**src/rtl/simd_op_stage.sv**
```systemverilog
// Purpose: queue 4x4-bit signed operand pairs in a circular FIFO, then add them lane-wise with saturation.
// Latency: 2 rising edges minimum (FIFO write, then result-register load); one result per cycle sustained.
// Backpressure: in_ready drops when the FIFO is full or flushing; the result register holds while out_ready=0.
module simd_op_stage #(
  parameter int DEPTH = 4,
  parameter int CNT_W = 8
) (
  input  logic                       clk,
  input  logic                       rst_n,
  input  logic                       flush,
  input  logic                       in_valid,
  output logic                       in_ready,
  input  logic [15:0]                in_a,
  input  logic [15:0]                in_b,
  output logic                       out_valid,
  input  logic                       out_ready,
  output logic [15:0]                out_sum,
  output logic [3:0]                 out_sat,
  output logic [CNT_W-1:0]           sat_count,
  output logic [$clog2(DEPTH):0]     occupancy
);

  localparam int AW = $clog2(DEPTH);

  // FIFO storage: {a, b} per entry
  logic [31:0]      mem_q [DEPTH];

  logic [AW-1:0]    wr_ptr_q, wr_ptr_d;
  logic [AW-1:0]    rd_ptr_q, rd_ptr_d;
  logic [AW:0]      count_q, count_d;
  logic             out_valid_q, out_valid_d;
  logic [15:0]      out_sum_q, out_sum_d;
  logic [3:0]       out_sat_q, out_sat_d;
  logic [CNT_W-1:0] sat_count_q, sat_count_d;

  logic             full;
  logic             empty;
  logic             push;
  logic             pop;
  logic [31:0]      head;
  logic [15:0]      lane_sum;
  logic [3:0]       lane_sat;

  assign full     = (count_q == (AW+1)'(DEPTH));
  assign empty    = (count_q == '0);
  // Gating with rst_n keeps the input closed for the whole reset interval.
  assign in_ready = rst_n && !full && !flush;
  assign push     = in_valid && in_ready;
  assign pop      = !empty && (!out_valid_q || out_ready) && !flush;
  assign head     = mem_q[rd_ptr_q];

  // Per-lane 5-bit sum clamped to the 4-bit signed range; lanes never share a carry.
  always_comb begin
    lane_sum = '0;
    lane_sat = '0;
    for (int i = 0; i < 4; i++) begin
      logic [4:0] s;
      s = {head[16+4*i+3], head[16+4*i +: 4]} + {head[4*i+3], head[4*i +: 4]};
      if (s[4] != s[3]) begin
        // Sign bit of the 5-bit sum tells which rail was crossed.
        lane_sum[4*i +: 4] = s[4] ? 4'b1000 : 4'b0111;
        lane_sat[i]        = 1'b1;
      end else begin
        lane_sum[4*i +: 4] = s[3:0];
      end
    end
  end

  // Next-state for pointers, occupancy, result register and saturation counter.
  always_comb begin
    wr_ptr_d    = wr_ptr_q;
    rd_ptr_d    = rd_ptr_q;
    count_d     = count_q;
    out_valid_d = out_valid_q;
    out_sum_d   = out_sum_q;
    out_sat_d   = out_sat_q;
    sat_count_d = sat_count_q;

    if (flush) begin
      wr_ptr_d    = '0;
      rd_ptr_d    = '0;
      count_d     = '0;
      out_valid_d = 1'b0;
    end else begin
      if (push) begin
        wr_ptr_d = wr_ptr_q + AW'(1);
      end
      if (pop) begin
        rd_ptr_d    = rd_ptr_q + AW'(1);
        out_valid_d = 1'b1;
        out_sum_d   = lane_sum;
        out_sat_d   = lane_sat;
        if ((|lane_sat) && (sat_count_q != '1)) begin
          sat_count_d = sat_count_q + CNT_W'(1);
        end
      end else if (out_ready) begin
        out_valid_d = 1'b0;
      end
      case ({push, pop})
        2'b10:   count_d = count_q + (AW+1)'(1);
        2'b01:   count_d = count_q - (AW+1)'(1);
        default: count_d = count_q;
      endcase
    end
  end

  // Control and result state, cleared asynchronously by reset.
  always_ff @(posedge clk or negedge rst_n) begin
    if (!rst_n) begin
      wr_ptr_q    <= '0;
      rd_ptr_q    <= '0;
      count_q     <= '0;
      out_valid_q <= 1'b0;
      out_sum_q   <= '0;
      out_sat_q   <= '0;
      sat_count_q <= '0;
    end else begin
      wr_ptr_q    <= wr_ptr_d;
      rd_ptr_q    <= rd_ptr_d;
      count_q     <= count_d;
      out_valid_q <= out_valid_d;
      out_sum_q   <= out_sum_d;
      out_sat_q   <= out_sat_d;
      sat_count_q <= sat_count_d;
    end
  end

  // Entry storage needs no reset: occupancy alone decides what is readable.
  always_ff @(posedge clk) begin
    if (push) begin
      mem_q[wr_ptr_q] <= {in_a, in_b};
    end
  end

  assign out_valid = out_valid_q;
  assign out_sum   = out_sum_q;
  assign out_sat   = out_sat_q;
  assign sat_count = sat_count_q;
  assign occupancy = count_q;

endmodule

```
**config.mk**
```make
export PLATFORM = sky130hd
export DESIGN_NAME = simd_op_stage
export DESIGN_NICKNAME = d
export VERILOG_FILES = /design/src/rtl/simd_op_stage.sv
export SDC_FILE = /design/constraint.sdc
export NUM_CORES = 1
export LEC_CHECK = 0
export ABC_AREA = 1
export BUFFER_PORTS_ARGS = -buffer_cell sky130_fd_sc_hd__buf_2
export CAP_MARGIN = 20
export CELL_PAD_IN_SITES_DETAIL_PLACEMENT = 1
export CELL_PAD_IN_SITES_GLOBAL_PLACEMENT = 1
export CORE_MARGIN = 4
export CORE_UTILIZATION = 35
export CTS_BUF_LIST = sky130_fd_sc_hd__clkbuf_4
export CTS_CLUSTER_SIZE = 28
export DETAILED_ROUTE_END_ITERATION = 10
export PLACE_DENSITY_LB_ADDON = 0.1
export SETUP_SLACK_MARGIN = 0.05
export SLEW_MARGIN = 10
export SYNTH_ARGS = -nofsm -noshare
export SYNTH_HDL_FRONTEND = slang
export SYNTH_SLANG_ARGS = --single-unit
```
**constraint.sdc**
```tcl
create_clock -name clk -period 3 [get_ports clk]
set_clock_uncertainty 0.1 [all_clocks]
set_input_delay 0.3 -clock clk [delete_from_list [all_inputs] [get_ports clk]]
set_output_delay 0.3 -clock clk [all_outputs]
set_load 0.005 [all_outputs]
```
==> results.py <==
metrics = {
    "outcome": {
        "status": "finished clean",
    },
    "yosys": {
        "synth_xor_area_share_pct": 1.57,
        "synth.mux.area_fraction_pct": 0,
        "synth_flop_cell": "edfxtp_1",
        "syn_avg_cell_area_sq_um": 11.5,
        "syn_inst": 631,
        "yosysWarnings": 0,
        "synthAdderAreaFrac_pct": 4.99,
        "netlist_top_cells_area": "edfxtp_1, dfrtp_1, nand2_1, o21ai_0, nor2_1",
        "syn_nets": 694,
        "synth_compound_area_share_pct": 8.99,
        "synth-seq-area-share_pct": 65.3,
        "yosys.area_share.simple_pct": 14.9,
        "synth.distinct_cells": 38,
        "syn_area_sq_um": 7270,
        "yosysTopAreaCell": "edfxtp_1",
        "synth_edf_count": 128,
        "synth_top_family_by_area": "simple AND/OR/NAND/NOR gates",
        "netlist.area_leader.share_pct": 52.9,
        "async_flop_share_pct": 22.0,
        "synth.ff_latch_count": 164,
    },
    "layout": {
        "multi_input_area_sq_um": 2330,
        "fin_cells": 1048,
        "syn2layout_area_growth_pct": 24.9,
        "layout_commonest_cell": "edfxtp_1",
        "seq_area_sq_um": 4750,
        "fill_cells": 2253,
        "final_cell_mix": "edfxtp_1, nand2_1, buf_2, nor2_1, o21ai_0",
        "final_area_sq_um": 9080,
        "final_net_count": 827,
        "layout-drive-gt1-share_pct": 24.7,
    },
    "cts": {
        "tritoncts": "built",
        "cts_made_buffers": 17,
        "clock_sinks": 164,
        "cts_buffer_depth": 2,
        "clk_pin_slew_worst_paths_ps": 160,
        "clk_latency_ps": 560,
        "cts_root_buffer": "clkbuf_4",
        "ctsHtreeMaxLevel": 4,
    },
    "hold_path": {
        "hold_path.class": "in -> reg",
    },
    "power": {
        "p_per_area_nw_per_um2": 989,
        "ir_worst_vdd_mv": 0.279,
        "total_power_mw": 8.97,
        "p_leak_nw": 3.65,
    },
    "route": {
        "drt_iter0_drc": 346,
        "routedWlPerCell_um": 18.4,
        "top_layer_used": "met4",
        "viasPerCell": 4.92,
        "vias": 5151,
        "dr.pass1.iters": 4,
        "wl_met1_um": 9280,
        "drt_wl_total_um": 19300,
        "wl_met3_um": 599,
        "drcViolationCount": 0,
        "antenna_left": 0,
        "route.met2.wl_um": 9200,
    },
    "sta": {
        "finalCritPeriodShare_pct": 94.6,
        "setup_viol": 0,
        "timing.fmax_mhz": 352,
        "tns_ps": 0,
        "tightest_slew_ps": 538,
        "slew_headroom_pct": 64.1,
        "hold_viol_final": 0,
        "finalMaxSlewViolations": 0,
        "fin_crit_ps": 2840,
    },
    "grt": {
        "track_usage_pct": 15.6,
        "grt_max_degree": 41,
        "grt_pass1_wl_um": 28700,
        "antenna_found_initial": 1,
        "grt_pass1_vias": 5331,
        "overflow": 0,
    },
    "floorplan": {
        "io_pins": 70,
        "die_w_um": 152,
        "die_h_um": 152,
        "dieArea_sq_um": 23100,
        "rows": 52,
        "initial_core_util_pct": 35.8,
        "core_sq_um": 20300,
    },
    "placed_design": {
        "placed_cells": 958,
        "gp_congestion": 0.745,
        "place_area_sq_um": 7970,
        "dpl.hpwl_um": 11100,
        "numPortBuffers": 69,
    },
    "worst_setup_path": {
        "criticalPathCategory": "reg -> reg",
        "endpoint_kind": "flip-flop",
        "crit_top_cell": "nand2_1",
        "cp_max_fo": 9,
        "slowest_delay_ps": 470,
        "arrival_ps": 3210,
        "cp_cell_sequence": "buf_4 -> clkbuf_16 -> buf_6 -> buf_4 -> o21ai_1 -> o22ai_2 -> ha_2 -> nand2_1 -> nand2_1 -> inv_1 -> nand2_1 -> nand2_1 -> nand2_2 -> nor2_4 -> nand2_4 -> nand3_4 -> nand2_2 -> nand2_1",
        "cp.required_ps": 3370,
        "worstSetupStartpointType": "flip-flop",
        "cp_slowest_cell": "dfrtp_2",
    },
    "job": {
        "drv_cap": 0,
    },
}
through the flow:
| stage | worst slack (ps) | util, % | hold slack, ps |
|---|---|---|---|
| 2_1_floorplan | 324 | - | -95.6 |
| 3_3_place_gp | 128 | 39.3 | 347 |
| 3_5_place_dp | 7.61 | 39.3 | 353 |
| 4_1_cts | 50.4 | 42.9 | 39.3 |
| 5_1_grt | -10.8 | 44.7 | 47.3 |
| 6_report | 162 | 44.7 | 86.4 |
cells in the mapped netlist (2+ instances only):
library cell	instances
a21boi_0	3
nand3_1	24
fa_1	5
nor2_1	71
xnor2_1	8
o21a_1	2
nand3b_1	2
a21oi_1	13
ha_1	21
xor2_1	5
nand2_4	2
o211ai_1	3
buf_2	4
inv_1	51
or2_2	6
o22ai_1	24
edfxtp_1	128
buf_6	2
clkbuf_1	17
a32oi_1	8
nand4_1	10
dfrtp_1	36
o21ai_0	54
nand2_2	2
nand2_1	113
nor2_2	3
a2bb2oi_1	3
report_power, final:
part / total, mW / switching [mW] / internal (mW)
Clock: 1.34 / 0.889 / 0.453
Combinational: 4.76 / 2.76 / 2.00
Sequential: 2.87 / 0.163 / 2.71
critical path: cells and delay by family, from the launching register on:
| kind | cells | cell delay [ps] |
|---|---|---|
| buffers and inverters | 5 | 660 |
| adders and majority gates | 1 | 380 |
| DFF | 1 | 470 |
| AOI/OAI and AO/OA | 2 | 290 |
| and+or+nand+nor | 10 | 840 |
cells by family (layout without fill, tap and decap cells):
logic type / count (synthesis) / in the layout
DFF: 164 / 164
other: 0 / 1
xor gates and xnor gates: 13 / 13
and+or+nand+nor: 240 / 241
AOI/OAI and AO/OA: 112 / 112
adders and majority gates: 26 / 26
buffers and inverters: 76 / 221
state kept, by name, summed over array words and instances, names as in the netlist:
name	cells
mem_q	128
occupancy	3
out_sat	4
out_sum	16
out_valid	1
rd_ptr_q	2
sat_count	8
wr_ptr_q	2
metal layers:
layer | global-route usage [%] | vias up
met5 | 0 | -
met4 | 3.38 | 0
met3 | 3.56 | 15
li1 | - | 2481
met1 | 21.6 | 2570
met2 | 25.4 | 85
final timing paths:
check	endpoint	slack [ps]	from	cells past startpoint
worst max-delay path	sat_count[2]	160	rd_ptr_q[0]	18
worst min-delay path	out_sum[14]	90	flush	3
worst max register to register	sat_count[2]	160	rd_ptr_q[0]	18
worst min register to register	out_sat[3]	400	out_sat[3]	1
max in group asynchronous	rd_ptr_q[0]	2170	rst_n	3
min in group asynchronous	wr_ptr_q[1]	270	rst_n	3
area by class of cell:
class	instances	area share, %
inverter	53	2.38
clock buffer	17	1.41
multi-input combinational	392	25.7
clock inverter	15	1.82
sequential	164	52.3
timing repair buffer	136	12.7
tap	270	3.72
antenna	1	0.0276
timing repair:
action,4_1_cts,5_1_grt
endpoints found under the setup margin,8,21
gates cloned,2,7
hold buffers,36,0
endpoints found under the hold margin,167,0
buffers inserted,1,11
pin swaps,0,19
resized for setup,2,50
(Power assumes the default switching activity.)
